===== src/rtl/cpu_clk_ctrl.sv =====
// Run/step sequencer: autorun divider or debounced step button driving a one-cycle cpu_ce.
// Optional step counter enabled by defining CPU_CLK_CTRL_STEP_COUNT_EN.
module cpu_clk_ctrl #(
  parameter int SYSCLK_FREQ     = 27000000,
  parameter int TICK_DIV        = 65536,
  parameter int DEBOUNCE_TICKS  = SYSCLK_FREQ / TICK_DIV / 10,
  parameter int LONGPRESS_TICKS = SYSCLK_FREQ / TICK_DIV * 2,
  parameter int RUN_DIV_LOG2    = 21,
  parameter bit AUTORUN_INIT    = 1'b1
) (
  input  logic        sysclk,
  input  logic        reset,
  input  logic        btn,
  input  logic        cpu_halt,
  output logic        cpu_ce,
  output logic        clk_view,
  output logic        autorun,
  output logic        btn_db,
  output logic [31:0] step_count
);

  localparam int PW = (TICK_DIV > 1) ? $clog2(TICK_DIV) : 1;
  localparam logic [PW-1:0] PRESC_MAX = PW'(TICK_DIV - 1);
  localparam logic [15:0]   DEB_LIM   = 16'(DEBOUNCE_TICKS);
  localparam logic [15:0]   LONG_LIM  = 16'(LONGPRESS_TICKS);

  typedef enum logic [1:0] {IDLE, PRESSED, HELD_LONG, RELEASE_DEB} state_t;

  state_t                  state, state_nxt;
  logic                    btn_meta, btn_sync;
  logic [PW-1:0]           presc_cnt;
  logic                    tick;
  logic [15:0]             deb_cnt, deb_nxt;
  logic [15:0]             hold_cnt, hold_nxt;
  logic                    long_flag, long_nxt;
  logic                    btn_db_nxt;
  logic                    toggle;
  logic                    step_req;
  logic [RUN_DIV_LOG2-1:0] run_cnt;
  logic                    run_wrap;
  logic                    ce_nxt;

  function automatic logic [15:0] sat_inc(input logic [15:0] v);
    return (v == 16'hFFFF) ? v : v + 16'd1;
  endfunction

  always_ff @(posedge sysclk or posedge reset) begin
    if (reset) begin
      btn_meta <= 1'b0;
      btn_sync <= 1'b0;
    end else begin
      btn_meta <= btn;
      btn_sync <= btn_meta;
    end
  end

  assign tick = (presc_cnt == PRESC_MAX);

  always_ff @(posedge sysclk or posedge reset) begin
    if (reset) presc_cnt <= '0;
    else       presc_cnt <= tick ? '0 : presc_cnt + 1'b1;
  end

  always_ff @(posedge sysclk or posedge reset) begin
    if (reset) begin
      state     <= IDLE;
      deb_cnt   <= '0;
      hold_cnt  <= '0;
      long_flag <= 1'b0;
      btn_db    <= 1'b0;
    end else begin
      state     <= state_nxt;
      deb_cnt   <= deb_nxt;
      hold_cnt  <= hold_nxt;
      long_flag <= long_nxt;
      btn_db    <= btn_db_nxt;
    end
  end

  // A bounce during release returns to the pressed state it came from, keeping hold_cnt.
  always_comb begin
    state_nxt  = state;
    deb_nxt    = deb_cnt;
    hold_nxt   = hold_cnt;
    long_nxt   = long_flag;
    btn_db_nxt = btn_db;
    toggle     = 1'b0;
    step_req   = 1'b0;
    if (tick) begin
      case (state)
        IDLE: begin
          if (btn_sync) begin
            deb_nxt = sat_inc(deb_cnt);
            if (deb_nxt >= DEB_LIM) begin
              state_nxt  = PRESSED;
              btn_db_nxt = 1'b1;
              hold_nxt   = '0;
              long_nxt   = 1'b0;
              deb_nxt    = '0;
            end
          end else begin
            deb_nxt = '0;
          end
        end
        PRESSED: begin
          if (btn_sync) begin
            hold_nxt = sat_inc(hold_cnt);
            if (hold_nxt >= LONG_LIM) begin
              toggle    = 1'b1;
              long_nxt  = 1'b1;
              state_nxt = HELD_LONG;
            end
          end else begin
            state_nxt = RELEASE_DEB;
            deb_nxt   = 16'd1;
          end
        end
        HELD_LONG: begin
          if (!btn_sync) begin
            state_nxt = RELEASE_DEB;
            deb_nxt   = 16'd1;
          end
        end
        RELEASE_DEB: begin
          if (btn_sync) begin
            state_nxt = long_flag ? HELD_LONG : PRESSED;
            deb_nxt   = '0;
          end else begin
            deb_nxt = sat_inc(deb_cnt);
            if (deb_nxt >= DEB_LIM) begin
              state_nxt  = IDLE;
              btn_db_nxt = 1'b0;
              deb_nxt    = '0;
              step_req   = !long_flag && !autorun;
            end
          end
        end
        default: state_nxt = IDLE;
      endcase
    end
  end

  // Halt wins over a long-press toggle and swallows a coinciding run pulse, not a manual step.
  assign run_wrap = autorun && (run_cnt == '1);
  assign ce_nxt   = step_req || (run_wrap && !cpu_halt);

  always_ff @(posedge sysclk or posedge reset) begin
    if (reset) begin
      cpu_ce   <= 1'b0;
      clk_view <= 1'b0;
      autorun  <= AUTORUN_INIT;
      run_cnt  <= '0;
    end else begin
      cpu_ce   <= ce_nxt;
      clk_view <= clk_view ^ cpu_ce;
      autorun  <= cpu_halt ? 1'b0 : (autorun ^ toggle);
      run_cnt  <= autorun ? run_cnt + 1'b1 : '0;
    end
  end

`ifdef CPU_CLK_CTRL_STEP_COUNT_EN
  always_ff @(posedge sysclk or posedge reset) begin
    if (reset)       step_count <= '0;
    else if (ce_nxt) step_count <= step_count + 32'd1;
  end
`else
  assign step_count = 32'h0;
`endif

endmodule


===== config.mk =====
export PLATFORM = sky130hd
export DESIGN_NAME = cpu_clk_ctrl
export DESIGN_NICKNAME = d
export VERILOG_FILES = /design/src/rtl/cpu_clk_ctrl.sv
export SDC_FILE = /design/constraint.sdc
export NUM_CORES = 1
export LEC_CHECK = 0
export ABC_CLOCK_PERIOD_IN_PS = 3900
export CAP_MARGIN = 20
export CELL_PAD_IN_SITES_DETAIL_PLACEMENT = 0
export CELL_PAD_IN_SITES_GLOBAL_PLACEMENT = 2
export CORE_AREA = 2 2 118 120
export DETAILED_ROUTE_END_ITERATION = 12
export DIE_AREA = 0 0 120 122
export GPL_ROUTABILITY_DRIVEN = 0
export HOLD_SLACK_MARGIN = 0.12
export PLACE_DENSITY = 0.77
export SYNTH_ARGS = -nofsm -noshare
export SYNTH_HDL_FRONTEND = slang
export SYNTH_SLANG_ARGS = --single-unit

===== constraint.sdc =====
create_clock -name sysclk -period 3.9 [get_ports sysclk]
set_input_delay 0.78 -clock sysclk [delete_from_list [all_inputs] [get_ports sysclk]]
set_output_delay 0.78 -clock sysclk [all_outputs]
set_load 0.005 [all_outputs]

# After elaboration in Yosys (flattened, before gate mapping)
# Cells that the tools add are included.
dict set report totals {
  regBits 78
  inputBits 4
  output_inout_bits 36
}
dict set report op_classes {
  add_sub_neg 4
  n_lt_le_gt_ge 2
  eq_ne 17
  mux 40
  bitwise 2
  n_reduce_logical 16
}
# cell n
set ops {}
lappend ops {{two-way mux 16 bit} 10}
lappend ops {{adder 16 x 1 -> 16 bit (second input constant)} 3}
lappend ops {{== test 16 bit (second input constant)} 3}
lappend ops {{case mux 16 bit (3 select lines)} 1}
lappend ops {{case mux 16 bit (2 select lines)} 1}
lappend ops {{adder 21 x 1 -> 21 bit (second input constant)} 1}
lappend ops {{== test 21 bit (second input constant)} 1}
lappend ops {{two-way mux 21 bit} 1}
lappend ops {{AND reduction 6 bit} 3}
lappend ops {{greater-or-equal comparator 16 x 10 -> 1 bit (second input constant)} 1}
lappend ops {{greater-or-equal comparator 16 x 6 -> 1 bit (second input constant)} 1}
lappend ops {{two-way mux 1 bit} 16}
lappend ops {{two-way mux 2 bit} 8}
lappend ops {{inequality test 2 bit (second input constant)} 8}
lappend ops {{case mux 2 bit (4 select lines)} 1}
lappend ops {{inequality test 3 bit (second input constant)} 2}
lappend ops {{AND reduction 5 bit} 1}
lappend ops {{== test 2 bit (second input constant)} 2}
lappend ops {{case mux 1 bit (2 select lines)} 2}
lappend ops {{nonzero test 2 bit} 2}
lappend ops {{logical AND 1 bit} 3}
lappend ops {{zero test 1 bit} 3}
lappend ops {{== test 2 x 1 -> 1 bit (second input constant)} 1}
lappend ops {{zero test 2 bit} 1}
lappend ops {{4 further kinds} 5}

# Depth between registers and ports, before layout
# Gate-level depths: netlist (run 1).
dict set report depth {
  depth_word 9
  ltp_mapped 12
  ltp_nobuf 9
}

# Worst setup path after synthesis (run 1)
# No wires, ideal clock.
dict set report synth_path {
  kind {register -> register}
  from {register deb_cnt[1]}
  to {register hold_cnt[7]}
  t_arrival_ns 2.616
  required_time_ns 3.774
  path_slack_ns 1.159
  stages_incl_launch_ff 11
  period_less_slack_ns 2.741
  path_cell_list {dfrtp_1 ha_1 nor2b_1 o41a_1 a211o_1 a311oi_1 nor4b_2 buf_4 or2_4 o41ai_1 a221o_1}
}
dict set report synth_between {
  elab_chain_cells 5
}
# item line_no
set synth_lines {}
lappend synth_lines {{start: declaration} 33} ;# logic [15:0] deb_cnt, deb_nxt;
lappend synth_lines {{start signal: assignment} 73} ;# deb_cnt <= deb_nxt;
lappend synth_lines {{adder 16 x 1 -> 16 bit or == test 16 bit (tied branches)} 44} ;# return (v == 16'hFFFF) ? v : v + 16'd1;
lappend synth_lines {{two-way mux 16 bit *} 44}
lappend synth_lines {{greater-or-equal comparator 16 x 6 -> 1 bit *} 94} ;# if (deb_nxt >= DEB_LIM) begin
lappend synth_lines {{inequality test 2 bit (no line) *} -}
lappend synth_lines {{AND reduction 5 bit (no line) *} -}
lappend synth_lines {{end signal: assignment} 74} ;# hold_cnt <= hold_nxt;
lappend synth_lines {{end: declaration} 34} ;# logic [15:0] hold_cnt, hold_nxt;
# Mark *: on every way between the ends. The rest lies on a longest branch, timed or not.
# A chain may end at the register's enable or synchronous reset.

# Final worst setup path (run 1)
dict set report layout_path {
  from {register deb_cnt[0]}
  to {register hold_cnt[6]}
}
# Same word-level chain as after synthesis.

==> results of run 1 <==
## flip-flops by register name, summed over array words and instances (netlist names)
signal     count
autorun        1
btn_db         1
btn_meta       1
btn_sync       1
clk_view       1
cpu_ce         1
deb_cnt       16
hold_cnt      16
long_flag      1
presc_cnt     16
run_cnt       21
state          2
## worst max-delay path: stages, from the launching register on
cell and delay [ps]:
dfrtp_1 490, ha_1 380, nor2b_1 140, o41a_1 370, a211o_1 300, a311oi_1 260
nor4b_2 460, buf_4 250, or2_4 150, o31ai_1 70, a221o_1 290
## logic make-up after synthesis
logic type / after synthesis
AND/OR/NAND/NOR: 220
AO/OA/AOI/OAI: 119
flip-flops: 78
buffers and inverters: 75
XOR/XNOR: 36
adder cells (fa/ha/maj): 9
other: 1
multiplexers: 1
## cell usage in the layout, fill, tap and decap left out, types with 8 or more instances in the layout
master	instances
clkbuf_16	9
xnor2_1	22
or3_1	8
a21oi_1	30
nor2b_1	17
inv_1	12
nand2b_1	8
and3_1	10
a31oi_1	8
nand4_1	14
conb_1	32
nor3_1	13
nand2_1	41
xor2_1	14
nor2_1	35
dfrtp_1	77
o21ai_0	27
nand3_1	30
ha_1	9
and2_1	15
## cell type report
type / instances / share of cell area (%)
Multi-Input combinational cell: 417 / 48.9
Inverter: 14 / 1.03
Timing Repair Buffer: 14 / 2.58
Tap cell: 180 / 4.31
Clock inverter: 6 / 1.39
Clock buffer: 10 / 4.38
Sequential cell: 78 / 37.4
## power breakdown
group / switching [mW] / leakage (nW) / internal, mW
Clock: 0.351 / 0.143 / 0.500
Sequential: 0.00230 / 1.06 / 0.810
Combinational: 0.0252 / 0.963 / 0.00599
Total: 0.378 / 2.17 / 1.32
## final timing paths
check | start | end | depth (start not counted) | slack [ps]
min | btn_meta | btn_sync | 0 | 370
max reg2reg | deb_cnt[0] | hold_cnt[6] | 10 | 620
min reg2reg | btn_meta | btn_sync | 0 | 370
min in group asynchronous | reset | hold_cnt[15] | 2 | 660
max | deb_cnt[0] | hold_cnt[6] | 10 | 620
max in group asynchronous | reset | autorun | 3 | 2580
## per-layer routing
| metal | share of wire, % | wire [microns] | global-route usage, % | up-vias |
|---|---|---|---|---|
| met2 | 45 | 4560 | 22.7 | 48 |
| li1 | - | - | - | 1860 |
| met1 | 51 | 5230 | 20.9 | 1800 |
| met5 | 0 | 0 | 0 | - |
| met3 | 2.1 | 219 | 1.97 | 14 |
| met4 | 2.1 | 211 | 6.47 | 0 |
## metrics by stage
step | hold WS [ps] | cell area [sq um] | utilization [%]
2_1_floorplan | 331 | 4950 | -
3_3_place_gp | 333 | 4930 | 36.5
3_5_place_dp | 350 | 4930 | 36.5
6_report | 366 | 5230 | 38.7
5_1_grt | 366 | 5230 | 38.7
4_1_cts | 364 | 5230 | 38.7
==> flow_metrics.env, run 1 <==
export IMPL_status="completed"
export IMPL_clock_fmax_mhz=305
export IMPL_clock_latency_ps=340
export IMPL_yosys_area_share_simple_pct=25.1
export IMPL_fin_setup_tns_ps=0
export IMPL_fillers=1356
export IMPL_final_hold_violation_count=0
export IMPL_io_buffers=7
export IMPL_worstPathArrival_ps=3500
export IMPL_setup_viol=0
export IMPL_setup_ws_ps=619
export IMPL_synth_compound_area_share_pct=16.2
export IMPL_antennaDiodeCount=0
export IMPL_peakVddDrop_v=0.000234
export IMPL_pre_cts_slack_ps=642
export IMPL_grt_pass1_wl_microns=17500
export IMPL_slew_violations=0
export IMPL_synth_distinct_cells=69
export IMPL_finClkSkew_ps=9.92
export IMPL_overflow=0
export IMPL_drc=0
export IMPL_cts_resized=0
export IMPL_relSlewSlack_pct=42.3
export IMPL_cts_sinks=78
export IMPL_synthesis_area_sq_um=4830
export IMPL_area_delta_synth_final_pct=8.24
export IMPL_antenna_found_initial=0
export IMPL_dp_hpwl_microns=6790
export IMPL_grt_usage_pct=14.8
export IMPL_ys_seq_area_share_pct=40.4
export IMPL_crit_type="register to register"
export IMPL_coreArea_sq_um=13500
export IMPL_synth_async_reset_ratio_pct=100
export IMPL_max_cap_violations=0
export IMPL_wl_per_cell_microns=14.2
export IMPL_yosysMostFrequentCell="dfrtp_1"
export IMPL_synth_top_cell_area_share_pct=39.9
export IMPL_synth_common_cells="dfrtp_1 (77), nand2_1 (41), nor2_1 (35), buf_4 (33)"
export IMPL_regArea_sq_um=1950
export IMPL_cts_root_buf="clkbuf_16"
export IMPL_detail_route_antenna_nets=0
export IMPL_synthCells=539
export IMPL_grt_pass1_vias=3541
export IMPL_ys_seq_elements=78
export IMPL_clkTransAtPathRegs_ps=60
export IMPL_initial_core_util_pct=35.8
export IMPL_layout_drive_gt1_share_pct=7.61
export IMPL_ctsHoldBuffers=0
export IMPL_grt_max_degree=71
export IMPL_cp_required_ps=4120
export IMPL_synth_edff_count=0
export IMPL_numCtsBuffers=9
export IMPL_post_route_period_util_pct=84.1
export IMPL_synth_xor_xnor_area_share_pct=6.53
export IMPL_endpoint_kind="register"
export IMPL_synthFlopType="dfrtp_1"
export IMPL_first_iter_violations=261
export IMPL_io_pins=40
export IMPL_rsz0062_at_grt="no"
export IMPL_multi_input_comb_area_sq_um=2560
export IMPL_cts_buffer_depth=2
export IMPL_design_power_total_mw=1.69
export IMPL_cts_setup_buffers=0
export IMPL_cts_tree="yes"
export IMPL_vias=3722
export IMPL_p_per_area_nw_per_um2=324
export IMPL_fin_crit_ps=3280
export IMPL_vias_per_cell=5.18
export IMPL_yosys_top_cells_area="dfrtp_1 (40%), buf_4 (5.1%), xnor2_1 (4.0%)"
export IMPL_design_die_area_sq_um=14600
export IMPL_cts_htree_levels=3
export IMPL_rows=43
export IMPL_synthMuxAreaShare_pct=0.207
export IMPL_critPathLaunchType="register"
export IMPL_avgSynthCellArea_sq_um=8.96
export IMPL_dr_pass1_iters=5
export IMPL_die_h_microns=122
export IMPL_hold_path_class="register to register"
export IMPL_nNetsFinal=547
export IMPL_wl_microns=10200
export IMPL_synthAdderAreaFrac_pct=2.33
export IMPL_tightest_slew_ps=844
export IMPL_synth_top_family_by_area="simple AND/OR/NAND/NOR gates"
export IMPL_synth_top_area_cell="dfrtp_1"
export IMPL_yosys_warnings=0
export IMPL_dp_cells=703
export IMPL_critPathMaxFanout=10
export IMPL_die_w_microns=120
export IMPL_total_leakage_power_nw=2.17
export IMPL_fin_cells=719
No activity file was read; power rests on OpenSTA's default activity.
==> run 2, diff against run 1 <==
==> config.mk (replaced) <==
export PLATFORM = sky130hd
export DESIGN_NAME = cpu_clk_ctrl
export DESIGN_NICKNAME = d
export VERILOG_FILES = /design/src/rtl/cpu_clk_ctrl.sv
export SDC_FILE = /design/constraint.sdc
export NUM_CORES = 1
export LEC_CHECK = 0
export ABC_CLOCK_PERIOD_IN_PS = 2800
export CAP_MARGIN = 20
export CELL_PAD_IN_SITES_DETAIL_PLACEMENT = 0
export CELL_PAD_IN_SITES_GLOBAL_PLACEMENT = 2
export CORE_AREA = 2 2 124 126
export DETAILED_ROUTE_END_ITERATION = 12
export DIE_AREA = 0 0 126 128
export GPL_ROUTABILITY_DRIVEN = 0
export HOLD_SLACK_MARGIN = 0.12
export PLACE_DENSITY = 0.73
export SYNTH_ARGS = -nofsm -noshare
export SYNTH_HDL_FRONTEND = slang
export SYNTH_SLANG_ARGS = --single-unit
==> constraint.sdc (replaced) <==
create_clock -name sysclk -period 2.8 [get_ports sysclk]
set_input_delay 0.56 -clock sysclk [delete_from_list [all_inputs] [get_ports sysclk]]
set_output_delay 0.56 -clock sysclk [all_outputs]
set_load 0.005 [all_outputs]
==> flow_metrics.env, run 2 (synthesis gave the netlist of run 1 again) <==
export IMPL_status="completed"
export IMPL_holdPathStages=0
export IMPL_fin_area_sq_um=5610
export IMPL_cts_sinks=78
export IMPL_endpoint_kind="register"
export IMPL_rr_endpoint="hold_cnt[4]"
export IMPL_hold_end="btn_sync"
export IMPL_worstPathArrival_ps=2900
export IMPL_grt_usage_pct=14.0
export IMPL_cts_htree_levels=3
export IMPL_layout_common_cells="dfrtp_1 (75), nand2_1 (41), nor2_1 (34), buf_4 (34), conb_1 (32)"
export IMPL_fin_crit_ps=2660
export IMPL_total_leakage_power_nw=2.35
export IMPL_first_iter_violations=248
export IMPL_drc=0
export IMPL_p_switching_mw=0.529
export IMPL_dp_hpwl_microns=7340
export IMPL_clock_latency_ps=340
export IMPL_cts_buffer_depth=2
export IMPL_grt_pass1_vias=3702
export IMPL_dpl_instance_area_sq_um=5120
export IMPL_wl_per_cell_microns=14.4
export IMPL_relSlewSlack_pct=58.3
export IMPL_final_hold_violation_count=0
export IMPL_critPathLaunchType="register"
export IMPL_met2_length_microns=5170
export IMPL_fillers=1533
export IMPL_io_buffers=7
export IMPL_dr_pass1_iters=4
export IMPL_wl_met1_microns=5310
export IMPL_r2r_start="deb_cnt[0]"
export IMPL_overflow=0
export IMPL_cp_required_ps=3040
export IMPL_ctsHoldBuffers=0
export IMPL_slew_violations=0
export IMPL_clkTransAtPathRegs_ps=70
export IMPL_largest_reg_flops=21
export IMPL_grt_max_degree=35
export IMPL_cts_tree="yes"
export IMPL_crit_type="register to register"
export IMPL_fin_setup_tns_ps=0
export IMPL_die_w_microns=126
export IMPL_vias=3871
export IMPL_r2r_cells=13
export IMPL_layout_drive_gt1_share_pct=15.6
export IMPL_r2r_slack_ps=140
export IMPL_io_pins=40
export IMPL_rows=45
export IMPL_detail_route_antenna_nets=0
export IMPL_peakVddDrop_v=0.000280
export IMPL_min_from="btn_meta"
export IMPL_met3_length_microns=355
export IMPL_clock_fmax_mhz=376
export IMPL_rsz0062_at_grt="yes"
export IMPL_seq_power_share_pct=48.0
export IMPL_cts_root_buf="clkbuf_16"
export IMPL_wl_microns=11000
export IMPL_setup_viol=0
export IMPL_hold_path_class="register to register"
export IMPL_p_int_mw=1.83
export IMPL_grt_pass1_wl_microns=18400
export IMPL_nNetsFinal=579
export IMPL_antenna_found_initial=0
export IMPL_pwr_share_comb_pct=1.9
export IMPL_antennaDiodeCount=0
export IMPL_sw_frac_of_total_pct=22.4
export IMPL_p_per_area_nw_per_um2=421
export IMPL_critPathMaxFanout=9
export IMPL_vias_per_cell=5.10
export IMPL_area_delta_synth_final_pct=16.1
export IMPL_finClkSkew_ps=12.7
export IMPL_post_route_period_util_pct=95.1
export IMPL_regMostFlops="run_cnt"
export IMPL_die_h_microns=128
export IMPL_layout_commonest_cell="dfrtp_1"
export IMPL_coreArea_sq_um=14900
export IMPL_topRoutingLayerUsed="met4"
export IMPL_pwr_share_clk_pct=50.2
export IMPL_initial_core_util_pct=32.5
export IMPL_max_cap_violations=0
export IMPL_numCtsBuffers=9
export IMPL_design_die_area_sq_um=16100
export IMPL_tightest_slew_ps=626
export IMPL_postLayoutCoreUtil_pct=37.7
-- run 2: changes by cell type in the layout (fill, tap and decap cells not counted), sizes merged --
cell	change
clkbuf	-1
inv	+2
clkinv	-2
buf	+31
bufbuf	+1
clkinvlp	+1
-- run 2: routing by layer --
metal	global-route usage, %	up-vias
li1	-	1919
met1	18.8	1874
met2	22.7	69
met3	3.01	9
met4	4.14	0
met5	0	-
-- run 2: critical path, cell delays in order, from the launching register on --
cell	delay [ps]
dfrtp_1	380
buf_4	180
nand4_1	120
buf_4	190
buf_4	130
nor3_1	130
nor4_1	70
o22ai_1	240
nor4b_4	90
buf_6	150
a211oi_4	340
bufbuf_16	320
nor2_1	40
a31o_1	170
-- run 2: power groups by stage --
stage / registers, mW / logic [mW] / clock network, mW
global route: 1.13 / 0.0525 / 1.26
floorplan: 1.15 / 0.0620 / 0
detailed placement: 1.15 / 0.0460 / 0
CTS: 1.13 / 0.0461 / 1.22
finish: 1.13 / 0.0440 / 1.18
global placement: 1.15 / 0.0451 / 0
-- run 2: what timing repair did --
action / CTS / global route
setup buffers: 3 / 4
resized for setup: 7 / 16
gates cloned: 3 / 0
pin swaps: 8 / 4
setup endpoints to repair: 22 / 26
-- run 2: final cells by class --
type                            instances  area [sq um]  area share [%]
Multi-Input combinational cell        417          2640            47.2
Sequential cell                        78          1960            34.9
Timing Repair Buffer                   46           420            7.50
Tap cell                              188           235            4.20
Clock buffer                            9           225            4.02
Clock inverter                          7          72.6            1.29
Inverter                               14          53.8           0.960
-- run 2: per-stage QoR --
stage	hold WS, ps	instances	setup slack, ps	power (mW)
2_1_floorplan	331	570	58.6	1.21
3_3_place_gp	375	734	-40.4	1.20
3_5_place_dp	378	734	-144	1.20
4_1_cts	388	756	25.3	2.40
5_1_grt	402	759	-32.0	2.45
6_report	387	759	138	2.36
-- run 2: worst max path at each step --
stage | end | depth (start not counted) | start
after floorplan | hold_cnt[7] | 10 | deb_cnt[1]
after global placement | deb_cnt[3] | 10 | deb_cnt[0]
after detailed placement | deb_cnt[3] | 10 | deb_cnt[0]
after CTS | hold_cnt[4] | 11 | deb_cnt[1]
after global routing | hold_cnt[6] | 11 | deb_cnt[0]
final | hold_cnt[4] | 13 | deb_cnt[0]
